==> src/rtl/pe_array_ctrl_pkg.sv <==
// Shared types and parameter helpers for the PE array sequencer.
// FSM state encoding plus the derived-size functions used by the top and its timer.
package pe_array_ctrl_pkg;

   typedef enum logic [1:0] {
      ST_IDLE = 2'd0,
      ST_LOAD = 2'd1,
      ST_WAIT = 2'd2,
      ST_EMIT = 2'd3
   } state_e;

   function automatic int calc_ndiag(input int rows, input int cols);
      return rows + cols - 1;
   endfunction

   function automatic int calc_lat(input int delay_cycles, input int cols, input int extra_lat);
      return delay_cycles * cols + extra_lat;
   endfunction

   function automatic int calc_cnt_w(input int lat);
      return (lat < 1) ? 1 : $clog2(lat + 1);
   endfunction

endpackage

==> src/rtl/pe_lat_timer.sv <==
// Countdown timer covering the array pipeline latency; expires LAT edges after load.
// expire_o is only meaningful after a load; it idles high once the count reaches zero.
module pe_lat_timer
   import pe_array_ctrl_pkg::*;
#(
   parameter int LAT = 30
) (
   input  logic clk,
   input  logic rst,
   input  logic load_i,
   output logic expire_o
);

   localparam int CNT_W = calc_cnt_w(LAT);
   localparam logic [CNT_W-1:0] LOAD_VAL = CNT_W'(LAT - 1);

   logic [CNT_W-1:0] cnt_q;
   logic [CNT_W-1:0] cnt_d;

   always_comb begin
      cnt_d = cnt_q;
      if (load_i) begin
         cnt_d = LOAD_VAL;
      end else if (cnt_q != '0) begin
         cnt_d = cnt_q - 1'b1;
      end
   end

   always_ff @(posedge clk or posedge rst) begin
      if (rst) begin
         cnt_q <= '0;
      end else begin
         cnt_q <= cnt_d;
      end
   end

   assign expire_o = (cnt_q == '0);

endmodule

==> src/rtl/pe_array_seq_ctrl.sv <==
// Pass sequencer for the systolic PE array: load ifmap, wait array latency, emit psums.
// Input taken only in LOAD; result held in EMIT until out_ready, unbounded backpressure.
module pe_array_seq_ctrl
   import pe_array_ctrl_pkg::*;
#(
   parameter int PE_WIDTH     = 4,
   parameter int NUM_ROWS     = 3,
   parameter int NUM_COLS     = 3,
   parameter int DELAY_CYCLES = 10,
   parameter int EXTRA_LAT    = 0,
   parameter int PASS_W       = 8,
   localparam int NDIAG       = calc_ndiag(NUM_ROWS, NUM_COLS),
   localparam int LAT         = calc_lat(DELAY_CYCLES, NUM_COLS, EXTRA_LAT)
) (
   input  logic                         clk,
   input  logic                         rst,
   input  logic                         start,
   input  logic [PASS_W-1:0]            num_passes,
   output logic                         busy,
   output logic                         done,
   output logic [PASS_W-1:0]            pass_idx,
   input  logic                         in_valid,
   output logic                         in_ready,
   input  logic [PE_WIDTH*NDIAG-1:0]    in_data,
   output logic [PE_WIDTH*NDIAG-1:0]    arr_ifmap_flat,
   input  logic [PE_WIDTH*NUM_COLS-1:0] arr_psum_flat,
   output logic                         out_valid,
   input  logic                         out_ready,
   output logic [PE_WIDTH*NUM_COLS-1:0] out_data
);

   state_e                         state_q;
   logic [PASS_W-1:0]              pass_idx_q;
   logic [PASS_W-1:0]              npass_q;
   logic [PE_WIDTH*NDIAG-1:0]      ifmap_q;
   logic [PE_WIDTH*NUM_COLS-1:0]   out_data_q;
   logic                           out_valid_q;
   logic                           done_q;
   logic                           tmr_load;
   logic                           tmr_expire;

   assign in_ready = (state_q == ST_LOAD);
   assign tmr_load = in_valid && in_ready;

   pe_lat_timer #(
      .LAT (LAT)
   ) u_timer (
      .clk      (clk),
      .rst      (rst),
      .load_i   (tmr_load),
      .expire_o (tmr_expire)
   );

   always_ff @(posedge clk or posedge rst) begin
      if (rst) begin
         state_q     <= ST_IDLE;
         pass_idx_q  <= '0;
         npass_q     <= '0;
         ifmap_q     <= '0;
         out_data_q  <= '0;
         out_valid_q <= 1'b0;
         done_q      <= 1'b0;
      end else begin
         done_q <= 1'b0;
         unique case (state_q)
            ST_IDLE: begin
               if (start) begin
                  // A zero-pass job completes on the spot without touching either stream.
                  if (num_passes != '0) begin
                     npass_q    <= num_passes;
                     pass_idx_q <= '0;
                     state_q    <= ST_LOAD;
                  end else begin
                     done_q <= 1'b1;
                  end
               end
            end
            ST_LOAD: begin
               if (in_valid) begin
                  ifmap_q <= in_data;
                  state_q <= ST_WAIT;
               end
            end
            ST_WAIT: begin
               if (tmr_expire) begin
                  out_data_q  <= arr_psum_flat;
                  out_valid_q <= 1'b1;
                  state_q     <= ST_EMIT;
               end
            end
            ST_EMIT: begin
               if (out_ready) begin
                  out_valid_q <= 1'b0;
                  if (pass_idx_q == npass_q - 1'b1) begin
                     state_q <= ST_IDLE;
                     done_q  <= 1'b1;
                  end else begin
                     pass_idx_q <= pass_idx_q + 1'b1;
                     state_q    <= ST_LOAD;
                  end
               end
            end
            default: state_q <= ST_IDLE;
         endcase
      end
   end

   assign busy           = (state_q != ST_IDLE);
   assign done           = done_q;
   assign pass_idx       = pass_idx_q;
   assign arr_ifmap_flat = ifmap_q;
   assign out_valid      = out_valid_q;
   assign out_data       = out_data_q;

endmodule

==> config.mk <==
export PLATFORM = sky130hd
export DESIGN_NAME = pe_array_seq_ctrl
export DESIGN_NICKNAME = d
export VERILOG_FILES = /design/src/rtl/pe_array_ctrl_pkg.sv /design/src/rtl/pe_lat_timer.sv /design/src/rtl/pe_array_seq_ctrl.sv
export SDC_FILE = /design/constraint.sdc
export NUM_CORES = 1
export LEC_CHECK = 0
export BUFFER_PORTS_ARGS = -buffer_cell sky130_fd_sc_hd__buf_2
export CORE_MARGIN = 4
export CORE_UTILIZATION = 50
export DETAILED_ROUTE_END_ITERATION = 10
export PLACE_DENSITY = 0.78
export SLEW_MARGIN = 15
export SYNTH_ARGS = -nofsm -noshare
export SYNTH_HDL_FRONTEND = slang
export SYNTH_HIERARCHICAL = 1
export SYNTH_SLANG_ARGS = --single-unit
==> constraint.sdc <==
create_clock -name clk -period 6.65 [get_ports clk]
set_input_delay 0.3325 -clock clk [delete_from_list [all_inputs] [get_ports clk]]
set_output_delay 0.3325 -clock clk [all_outputs]
set_load 0.01 [all_outputs]
# ---- Word-level counts from Yosys, hierarchy flattened
# Cells that the tools add are included.
# Widths: inputs -> output; s select.
dict set report totals {
  ff_bits 57
  out_inout_bits 44
  input_bits 45
}
dict set report classes {
  eq_ne 10
  n_addsub 3
  n_reduce_logical 15
  muxes 22
}
# operator count
set op_table {}
lappend op_table {{$mux 8} 4}
lappend op_table {{$pmux 8 s2} 1}
lappend op_table {{$ne 2x2->1 const B} 6}
lappend op_table {{$mux 2} 5}
lappend op_table {{$mux 5} 2}
lappend op_table {{$reduce_and 5->1} 2}
lappend op_table {{$add 8x1->8 const B} 1}
lappend op_table {{$eq 8x8->1} 1}
lappend op_table {{$pmux 2 s4} 1}
lappend op_table {{$reduce_bool 2->1} 4}
lappend op_table {{$reduce_bool 8->1} 1}
lappend op_table {{$sub 8x1->8 const B} 1}
lappend op_table {{$mux 1} 7}
lappend op_table {{$reduce_and 3->1} 2}
lappend op_table {{$logic_not 5->1} 1}
lappend op_table {{$reduce_bool 5->1} 1}
lappend op_table {{$sub 5x1->5 const B} 1}
lappend op_table {{$eq 2x2->1 const B} 2}
lappend op_table {{$pmux 1 s2} 2}
lappend op_table {{$reduce_and 2->1} 2}
lappend op_table {{$eq 2x1->1 const B} 1}
lappend op_table {{$logic_not 2->1} 1}
lappend op_table {{$logic_and 1x1->1} 1}

# ---- Logic depth before layout (Yosys ltp)
dict set report logic_depth {
  word_depth 5
  mapped_depth 10
  depth_no_buf 9
}

# ---- Cells and area by module
# The synthesis kept the hierarchy.
# mod cells_per_inst area_per_inst_um2 seq_area_each_um2 n_inst
set by_module_without_submodules {}
lappend by_module_without_submodules {pe_array_seq_ctrl 217 2566.2 1301.2 1}
lappend by_module_without_submodules {pe_lat_timer 27 286.5 125.1 1}

# ---- Worst setup path before layout
# OpenSTA, ideal clock, no wires.
dict set report synth_path {
  path_type {register to register}
  start {register npass_q[0]}
  end {register pass_idx_q[4] (netlist: pass_idx[4])}
  setup_slack_ns 4.407
  setup_time_ns 0.077
  n_path_buf 1
  t_required_ns 6.573
  path_stages_with_launch 11
  t_arrival_ns 2.166
  cell_sequence {dfrtp_1 -> inv_1 -> ha_1 -> buf_2 -> or3b_1 -> nand3_1 -> o211ai_2 -> a21oi_2 -> o31ai_2 -> or4_1 -> a21oi_1}
}
dict set report synth_between {
  elab_chain_len 4
}
# item line
set synth_lines {}
lappend synth_lines {{from (decl)} pe_array_seq_ctrl.sv:34} ;# logic [PASS_W-1:0] npass_q;
lappend synth_lines {{from (signal assigned)} pe_array_seq_ctrl.sv:70} ;# npass_q <= num_passes;
lappend synth_lines {{$sub 8x1->8} pe_array_seq_ctrl.sv:94} ;# if (pass_idx_q == npass_q - 1'b1) begin
lappend synth_lines {{$eq 8x8->1} pe_array_seq_ctrl.sv:94}
lappend synth_lines {{$ne 2x2->1 (no line)} --}
lappend synth_lines {{$reduce_and 5->1 (no line)} --}
lappend synth_lines {{to (signal assigned)} pe_array_seq_ctrl.sv:98} ;# pass_idx_q <= pass_idx_q + 1'b1;
lappend synth_lines {{to (decl)} pe_array_seq_ctrl.sv:33} ;# logic [PASS_W-1:0] pass_idx_q;
# Every way passes these cells.
# A chain may end at the register's enable or synchronous reset.

# ---- Worst setup path in the final report
# Same ends and word-level chain as after synthesis.

==> metrics.md <==
| Metric | Value |
|---|---|
| Placed cell area | `0.00335 mm2` |
| Rel. slew slack | `0.417` |
| Power Total | `1520 uW` |
| Max FO, Critical Path | `7` |
| Post_cts resized | `0` |
| Initial core utilization | `0.518` |
| Critical path endpoint category | `flop` |
| Maximum VDD drop | `0.000249 V` |
| Clk sinks | `57` |
| Hold Path Depth | `2` |
| Root Driver | `clkbuf_8` |
| Hold EP | `out_data[1]$_DFFE_PP0P_` |
| Vias per cell | `5.36` |
| Post-Layout Inst Area | `0.00352 mm2` |
| Chip width | `83.5 um` |
| Hold Slack | `0.229 ns` |
| Dominant synthesized flop cell | `dfrtp_1` |
| Final period util | `0.379` |
| Die Y | `83.5 um` |
| Post-synth net total | `297` |
| Number of DRC markers in iteration 0 | `135` |
| Global-route wire length before repair | `10700 um` |
| Setup TNS | `0 ns` |
| Worst r2r src | `npass_q[0]$_DFFE_PP0P_` |
| Cell count after synthesis | `244` |
| HP Start | `arr_psum_flat[1]` |
| H-tree depth | `3` |
| Total CTS buffers | `9` |
| Vias in the first global route | `2350` |
| Multi-input logic area | `0.00133 mm2` |
| Worst slew pin tran | `0.875 ns` |
| Sequential cell area fraction in the yosys report | `0.500` |
| Routed WL | `6210 um` |
| Hold_buf cts | `1` |
| Synth-to-layout area growth | `23.5%` |
| Most common cell after layout, fill and taps aside | `buf_2` |
| Unique cell type count in the Yosys netlist | `48` |
| All-Layer GR Usage | `0.191` |
| Vias | `2223` |
| Max Fclk | `397 MHz` |
| Worst Path Arrival | `2.77 ns` |
| Synthesized area | `0.00285 mm2` |
| Antenna diode count | `0` |
| Clock Latency Late Sink | `0.33 ns` |
| Worst r2r dst | `pass_idx[4]$_DFFE_PP0P_` |
| Most frequent cells in the layout | `88 x buf_2, 57 x dfrtp_1, 38 x mux2_2` |
| Worst Hold Class | `primary input to flop` |
| Worst R2R Setup Slack | `4.13 ns` |
| Post-DR wirelength/cell | `15.0 um` |
| Post-CTS setup buffers | `0` |
| Largest net degree at the start of global routing | `53` |
| Port bufs | `88` |
| Post-Route M1 WL | `2550 um` |
| Final Hold Fails | `0` |
| CTS clk-pin slew, worst paths | `0.07 ns` |
| Post-route DRC | `0` |
| Core Footprint | `0.00551 mm2` |
| Max-slew violations | `0` |
| Clock Skew | `0.00680 ns` |
| Async S/R FF share, synth | `1.00` |
| Drt first pass iters | `4` |
| Clock Path Buffers | `2` |
| Worst Path Required | `6.91 ns` |
| Setup violations, final | `0` |
| DRT antenna net count | `0` |
| RSZ-0062 raised after global routing | `false` |
| I/O Pins | `89` |
| Met2 wire length | `2940 um` |
| Die area | `0.00698 mm2` |
| FF/Latch Area | `0.00143 mm2` |
| Yosys warns | `6` |
| Antenna violations before repair | `0` |
| Worst Setup Path Type | `flop to flop` |
| Fillers | `455` |
| CTS tree | `done` |
| Startpoint Class | `flop` |
| Gpl congestion | `0.828` |
| Max cap viols | `0` |
| Leakage | `0.00167 uW` |
| GRT overflow | `0` |
| Post-synth EDFFs | `0` |
| Flops & latches, synth | `57` |
| Share of cells above drive strength 1 | `0.452` |
| Max Used Layer | `met4` |
| Pwr/cell area | `432 mW/mm2` |
| R2R depth | `9` |
| Layout Nets | `391` |
| Avg Inst Size Synth | `11.7 um2` |
| Status | `finished, final reports clean` |
| Fin crit period | `2.52 ns` |
| Met3 wire len | `615 um` |
| Dpl hpwl | `4590 um` |
| Row count | `27` |
[metrics by stage]
stage                     utilization  worst slack, ns  cells
after floorplan                     -             4.41    244
after CTS                       0.640             4.14    415
final                           0.640             4.13    415
after detailed placement        0.608             4.20    398
after global routing            0.640             3.90    415
after global placement          0.608             4.33    398
[sequential cells by signal, indices dropped and copies added (netlist names)]
name,count
npass_q,8
arr_ifmap_flat,20
pass_idx,8
out_valid,1
state_q,2
out_data,12
u_timer/cnt_q,5
done,1
[worst max path at each step]
stage                                 startpoint                      end  slack, ns
after global routing      npass_q[0]$_DFFE_PP0P_  pass_idx[3]$_DFFE_PP0P_       3.90
after detailed placement  npass_q[0]$_DFFE_PP0P_  pass_idx[4]$_DFFE_PP0P_       4.20
after global placement    npass_q[0]$_DFFE_PP0P_  pass_idx[4]$_DFFE_PP0P_       4.33
final                     npass_q[0]$_DFFE_PP0P_  pass_idx[4]$_DFFE_PP0P_       4.13
after CTS                 npass_q[0]$_DFFE_PP0P_  pass_idx[4]$_DFFE_PP0P_       4.14
after floorplan           npass_q[0]$_DFFE_PP0P_  pass_idx[4]$_DFFE_PP0P_       4.41
[routing by layer]
layer  track usage  vias up
li1              -     1048
met1         0.231     1075
met2         0.302       89
met3        0.0721       11
met4        0.0863        0
met5             0        -
[worst max-delay path, stage by stage (launching register included)]
cell and delay [ns]:
dfrtp_1 0.44, inv_1 0.11, ha_1 0.32, or3b_1 0.42
nand3_1 0.11, o211ai_2 0.09, a21oi_2 0.23, o31ai_2 0.14
or4_1 0.44, a21oi_1 0.16
[cells in the mapped netlist, types with 2 or more instances]
master,instances,area share
nand2b_1,7,0.015
a21oi_2,2,0.0061
o31ai_1,3,0.0079
o21ai_1,2,0.0035
o21a_1,2,0.0053
xor2_1,4,0.012
xnor2_1,5,0.015
nand3b_1,2,0.0053
mux2_2,38,0.15
nor2_1,8,0.011
o211ai_1,3,0.0079
inv_1,16,0.021
clkbuf_1,4,0.0053
nor3_1,2,0.0035
or3_1,5,0.011
or4_1,6,0.016
nor2b_1,4,0.0088
nand2_1,17,0.022
o21ai_0,9,0.016
dfrtp_1,57,0.50
ha_1,8,0.035
mux2i_1,3,0.011
nand3_1,7,0.012
a21oi_1,6,0.011
[layout make-up]
cell class / count / area share
well taps: 72 / 0.0256
clock buffers: 10 / 0.0362
flip-flops and latches: 57 / 0.405
repair buffers: 89 / 0.128
multi-input cells: 165 / 0.378
inverters: 16 / 0.0174
clock inverters: 6 / 0.00994
[cells by family after synthesis]
logic type / synth area share
XOR/XNOR: 0.0333
multiplexers: 0.166
buffers and inverters: 0.0329
AND/OR/NAND/NOR: 0.143
flip-flops: 0.500
adder cells (fa/ha/maj): 0.0351
AO/OA/AOI/OAI: 0.0899
[power breakdown]
part	switching [uW]	leakage (uW)	internal, uW
logic	338	0.000909	320
registers	115	0.000683	483
clock network	135	0.0000818	132
(Power assumes the default switching activity.)
